`src/rtl/apb_master.sv`:
```
// apb_master: single-outstanding APB requester.
// Takes one command at a time from a valid/ready port, runs an APB SETUP and
// ACCESS transfer for it, and returns a one-cycle response pulse.
// Optional feature macro: APB_MASTER_TIMEOUT_EN
//   When it is defined, a transfer is aborted once the slave has held pready_i
//   low for WAIT_LIMIT consecutive ACCESS edges. The abort response has
//   rsp_err_o = 1 and rsp_rdata_o = 0.
//   When it is undefined, ACCESS waits indefinitely, the wait counter does not
//   exist, and rsp_err_o is tied to 0.
//
// state  | meaning
// -------+--------------------------------------------------------------
// IDLE   | cmd_ready_o high; waiting for a command; APB bus deselected
// SETUP  | psel_o high, penable_o low; lasts exactly one cycle
// ACCESS | psel_o and penable_o high; waiting for pready_i (or a timeout)

`default_nettype none

module apb_master #(
    parameter int ADDR_WIDTH = 8,
    parameter int DATA_WIDTH = 8,
    parameter int WAIT_LIMIT = 16
) (
    input  logic                  pclk_i,
    input  logic                  prst_i,
    input  logic                  cmd_valid_i,
    output logic                  cmd_ready_o,
    input  logic                  cmd_write_i,
    input  logic [ADDR_WIDTH-1:0] cmd_addr_i,
    input  logic [DATA_WIDTH-1:0] cmd_wdata_i,
    output logic                  rsp_valid_o,
    output logic [DATA_WIDTH-1:0] rsp_rdata_o,
    output logic                  rsp_err_o,
    output logic                  psel_o,
    output logic                  penable_o,
    output logic [ADDR_WIDTH-1:0] paddr_o,
    output logic                  pwrite_o,
    output logic [DATA_WIDTH-1:0] pwdata_o,
    input  logic                  pready_i,
    input  logic [DATA_WIDTH-1:0] prdata_i
);

    // WAIT_LIMIT must fit the 8-bit wait counter; the check runs in both builds.
    if (WAIT_LIMIT < 1 || WAIT_LIMIT > 255) begin : g_bad_wait_limit
        $error("apb_master: WAIT_LIMIT must be in 1..255");
    end

    typedef enum logic [1:0] {
        ST_IDLE   = 2'd0,
        ST_SETUP  = 2'd1,
        ST_ACCESS = 2'd2
    } state_e;

    state_e                state_q,     state_d;
    logic                  write_q,     write_d;
    logic [ADDR_WIDTH-1:0] addr_q,      addr_d;
    logic [DATA_WIDTH-1:0] wdata_q,     wdata_d;
    logic                  psel_q,      psel_d;
    logic                  penable_q,   penable_d;
    logic                  rsp_valid_q, rsp_valid_d;
    logic [DATA_WIDTH-1:0] rsp_rdata_q, rsp_rdata_d;

    // Asserted on an ACCESS edge where the slave is still stalling and the
    // wait budget has run out. Completion (pready_i high) always takes priority.
    logic timeout_hit;
    logic abort;

`ifdef APB_MASTER_TIMEOUT_EN
    localparam logic [7:0] WaitLimitC = 8'(WAIT_LIMIT);

    logic [7:0] wait_cnt_q;
    logic       rsp_err_q;

    // Wait counter: cleared when a command enters SETUP, counts stalled ACCESS edges.
    always_ff @(posedge pclk_i) begin
        if (prst_i) begin
            wait_cnt_q <= 8'd0;
        end else if (state_d == ST_SETUP) begin
            wait_cnt_q <= 8'd0;
        end else if (state_q == ST_ACCESS && !pready_i) begin
            wait_cnt_q <= wait_cnt_q + 8'd1;
        end
    end

    // The abort triggers on the edge where the count would reach WAIT_LIMIT.
    assign timeout_hit = ((wait_cnt_q + 8'd1) == WaitLimitC);

    // The error flag is a one-cycle pulse that is valid together with rsp_valid_o.
    always_ff @(posedge pclk_i) begin
        if (prst_i) begin
            rsp_err_q <= 1'b0;
        end else begin
            rsp_err_q <= abort;
        end
    end

    assign rsp_err_o = rsp_err_q;
`else
    assign timeout_hit = 1'b0;
    assign rsp_err_o   = 1'b0;
`endif

    assign abort = (state_q == ST_ACCESS) && !pready_i && timeout_hit;

    // Next-state, command latch and response logic.
    always_comb begin
        state_d     = state_q;
        write_d     = write_q;
        addr_d      = addr_q;
        wdata_d     = wdata_q;
        rsp_valid_d = 1'b0;
        rsp_rdata_d = rsp_rdata_q;

        case (state_q)
            ST_IDLE: begin
                if (cmd_valid_i) begin
                    write_d = cmd_write_i;
                    addr_d  = cmd_addr_i;
                    // A read keeps pwdata_o at 0 for the whole transfer.
                    wdata_d = cmd_write_i ? cmd_wdata_i : '0;
                    state_d = ST_SETUP;
                end
            end
            ST_SETUP: begin
                state_d = ST_ACCESS;
            end
            ST_ACCESS: begin
                if (pready_i) begin
                    state_d     = ST_IDLE;
                    rsp_valid_d = 1'b1;
                    rsp_rdata_d = write_q ? '0 : prdata_i;
                end else if (abort) begin
                    state_d     = ST_IDLE;
                    rsp_valid_d = 1'b1;
                    rsp_rdata_d = '0;
                end
            end
            default: begin
                state_d = ST_IDLE;
            end
        endcase

        // APB strobes are derived from the next state so that they come
        // straight from flops, with no combinational path from the inputs.
        psel_d    = (state_d != ST_IDLE);
        penable_d = (state_d == ST_ACCESS);
    end

    // State, latched command and registered outputs.
    always_ff @(posedge pclk_i) begin
        if (prst_i) begin
            state_q     <= ST_IDLE;
            write_q     <= 1'b0;
            addr_q      <= '0;
            wdata_q     <= '0;
            psel_q      <= 1'b0;
            penable_q   <= 1'b0;
            rsp_valid_q <= 1'b0;
            rsp_rdata_q <= '0;
        end else begin
            state_q     <= state_d;
            write_q     <= write_d;
            addr_q      <= addr_d;
            wdata_q     <= wdata_d;
            psel_q      <= psel_d;
            penable_q   <= penable_d;
            rsp_valid_q <= rsp_valid_d;
            rsp_rdata_q <= rsp_rdata_d;
        end
    end

    assign cmd_ready_o = (state_q == ST_IDLE);
    assign psel_o      = psel_q;
    assign penable_o   = penable_q;
    assign paddr_o     = addr_q;
    assign pwrite_o    = write_q;
    assign pwdata_o    = wdata_q;
    assign rsp_valid_o = rsp_valid_q;
    assign rsp_rdata_o = rsp_rdata_q;

endmodule

`default_nettype wire

```
`config.mk`:
```
export PLATFORM = sky130hd
export DESIGN_NAME = apb_master
export DESIGN_NICKNAME = d
export VERILOG_FILES = /design/src/rtl/apb_master.sv
export SDC_FILE = /design/constraint.sdc
export NUM_CORES = 1
export LEC_CHECK = 0
export CAP_MARGIN = 15
export CORE_MARGIN = 8
export CORE_UTILIZATION = 42
export CTS_BUF_LIST = sky130_fd_sc_hd__clkbuf_4
export DETAILED_ROUTE_END_ITERATION = 10
export GPL_ROUTABILITY_DRIVEN = 1
export PLACE_DENSITY = 0.77
export SLEW_MARGIN = 15
export SYNTH_ARGS = -nofsm -noshare
export SYNTH_HDL_FRONTEND = slang
export SYNTH_SLANG_ARGS = --single-unit
```
`constraint.sdc`:
```
create_clock -name pclk_i -period 1.95 [get_ports pclk_i]
set_input_delay 0.195 -clock pclk_i [delete_from_list [all_inputs] [get_ports pclk_i]]
set_output_delay 0.195 -clock pclk_i [all_outputs]
set_load 0.005 [all_outputs]
```
==> results.json <==
{
  "port_buffers": 57,
  "path_class": "reg -> out",
  "crit_family": "buffers and inverters",
  "dieWidth_um": 72.7,
  "path_clk_slew_ps": 80,
  "grt_max_degree": 56,
  "vias": 1042,
  "synthTopCellsByCount": "nand2b_1 (35), dfxtp_1 (30), mux2i_1 (25)",
  "finalMaxSlewViolations": 0,
  "ys_seq_area_share_pct": 44.4,
  "initial_utilization_pct": 44.3,
  "synth_top_cells_by_area": "dfxtp_1 (44%), mux2i_1 (19%), nand2b_1 (16%), or3b_1 (6.5%), nand3b_1 (4.4%)",
  "n_antenna_cell": 0,
  "max_slew_margin_pct": 65.5,
  "fin_skew_ps": 2.92,
  "status": "finished, final reports clean",
  "setup_viol": 0,
  "vdd_ir_drop_max_uv": 402,
  "setup_tns_ps": 0,
  "timing.critical_path.cells": "clkdlybuf4s50_1",
  "hold_class": "in -> reg",
  "pin_count": 59,
  "drive_above_1_share_pct": 5.46,
  "dp_hpwl_um": 2480,
  "worst_setup_path_end_kind": "primary output",
  "slowest_stage": "clkdlybuf4s50_1",
  "antenna_left": 0,
  "grtUsageTotal_pct": 12.6,
  "cts_buffer_depth": 2,
  "tightest_slew_ps": 518,
  "first_iter_violations": 34,
  "crit_fanout": 10,
  "yosysTopAreaCell": "dfxtp_1",
  "die_height_um": 72.7,
  "drc_errors": 0,
  "period_share_pct": 80.5,
  "synth_seq_cells": 30,
  "place.gp.congestion": 0.736,
  "fin_nets": 212,
  "gr-total-overflow": 0,
  "startpoint_type": "flip-flop",
  "hold_buffers": 0,
  "htreeDepth": 2,
  "critPathMaxStageDelay_ps": 570,
  "fin_crit_ps": 1570,
  "arrival_ps": 1370,
  "power.leakage_nw": 0.729,
  "root_buffer": "clkbuf_4",
  "grt_pass1_wl_um": 5340,
  "syn_inst": 128,
  "path_buf_inv": 1,
  "synth.avg_cell_area_um2": 10.6,
  "clkSinkCount": 30,
  "grt_setup_unrepaired": "false",
  "synth-main-ff-cell": "dfxtp_1",
  "synth-edff-count": 0,
  "cts_setup_buffers": 0,
  "crit_required_ps": 1750,
  "synth_area_um2": 1350,
  "vias_per_cell": 4.59,
  "area_growth_syn_to_layout_pct": 46.9,
  "cts_buffers": 5,
  "hold_viol": 0,
  "hold_slack_ps": 441,
  "yosysWarningCount": 0,
  "async_flop_share_pct": 0,
  "wirelength_um": 3240,
  "rows": 20,
  "ys_types": 17,
  "powerDensity_nw_per_um2": 629,
  "yosys.area.top_type_share_pct": 44.4,
  "die-area_um2": 5290,
  "synth.most_common_cell": "nand2b_1",
  "fmax_mhz": 637,
  "dr.pass1.iters": 4,
  "clock_latency_ps": 310,
  "tritoncts": "done",
  "grt_pass1_vias": 1116,
  "synth_fp_nets": 157,
  "core-area_um2": 3050,
  "drv_cap": 0,
  "routedWlPerCell_um": 14.3,
  "cts_resized": 0,
  "antenna_found_initial": 0
}
area by class of cell:
type	instances	area (um^2)
Fill cell	266	1070
Multi-Input combinational cell	87	678
Sequential cell	30	601
Timing Repair Buffer	59	598
Tap cell	44	55.1
Clock buffer	7	52.6
worst paths after layout:
check                                    start        endpoint  slack, ps  cells past startpoint
worst min register to register  rsp_rdata_o[1]  rsp_rdata_o[1]        470                      2
worst max register to register      state_q[1]  rsp_rdata_o[7]        670                      2
worst max-delay path                  pwrite_o        pwrite_o        380                      1
worst min-delay path             cmd_addr_i[1]      paddr_o[1]        440                      3
where the power goes:
group	leakage (nW)	total (W)	switching (W)	internal (W)
combinational	0.452	0.000232	0.0000763	0.000155
clock	0.0322	0.000353	0.000190	0.000164
sequential	0.245	0.000663	0.0000208	0.000642
total	0.729	0.00125	0.000287	0.000961
cell families (layout without fill, tap and decap cells):
kind of cell,after synthesis,after routing,share of synthesized area (%)
mux,25,25,18.5
flops,30,30,44.4
other cells,1,1,0.278
simple gates,58,58,29.7
compound gates,3,3,1.20
buf+inv,11,66,5.83
metal layers:
layer	wire, um	global-route usage (%)
met2	1590	22.0
met4	46	5.33
met5	0	0
met3	194	4.12
met1	1410	13.6
through the flow:
stage	setup WS, ps	util (%)	total power, W	cells	instance area [um^2]
2_1_floorplan	884	-	0.000784	128	1350
5_1_grt	294	65.0	0.00132	227	1980
3_5_place_dp	439	63.3	0.000912	220	1930
6_report	380	65.0	0.00125	227	1980
4_1_cts	347	65.0	0.00127	227	1980
3_3_place_gp	502	63.3	0.000904	220	1930
state kept, by name (all words and copies together), names as in the netlist:
name,cells
penable_o,1
paddr_o,8
rsp_rdata_o,8
psel_o,1
rsp_valid_o,1
state_q,2
pwrite_o,1
pwdata_o,8
layout by cell type (no fill, tap or decap):
cell / netlist / final
mux2i_1: 25 / 25
clkdlybuf4s50_1: 0 / 57
buf_4: 2 / 1
nor2b_1: 1 / 1
nor2_1: 2 / 2
buf_12: 0 / 1
nor3b_4: 0 / 1
a21oi_1: 2 / 2
clkbuf_4: 0 / 7
conb_1: 1 / 1
nand2b_1: 35 / 35
dfxtp_1: 30 / 30
and3b_1: 1 / 1
nand3b_1: 8 / 8
or3b_1: 10 / 10
a31oi_1: 1 / 1
Note: power is estimated with default switching activity, not from simulation.
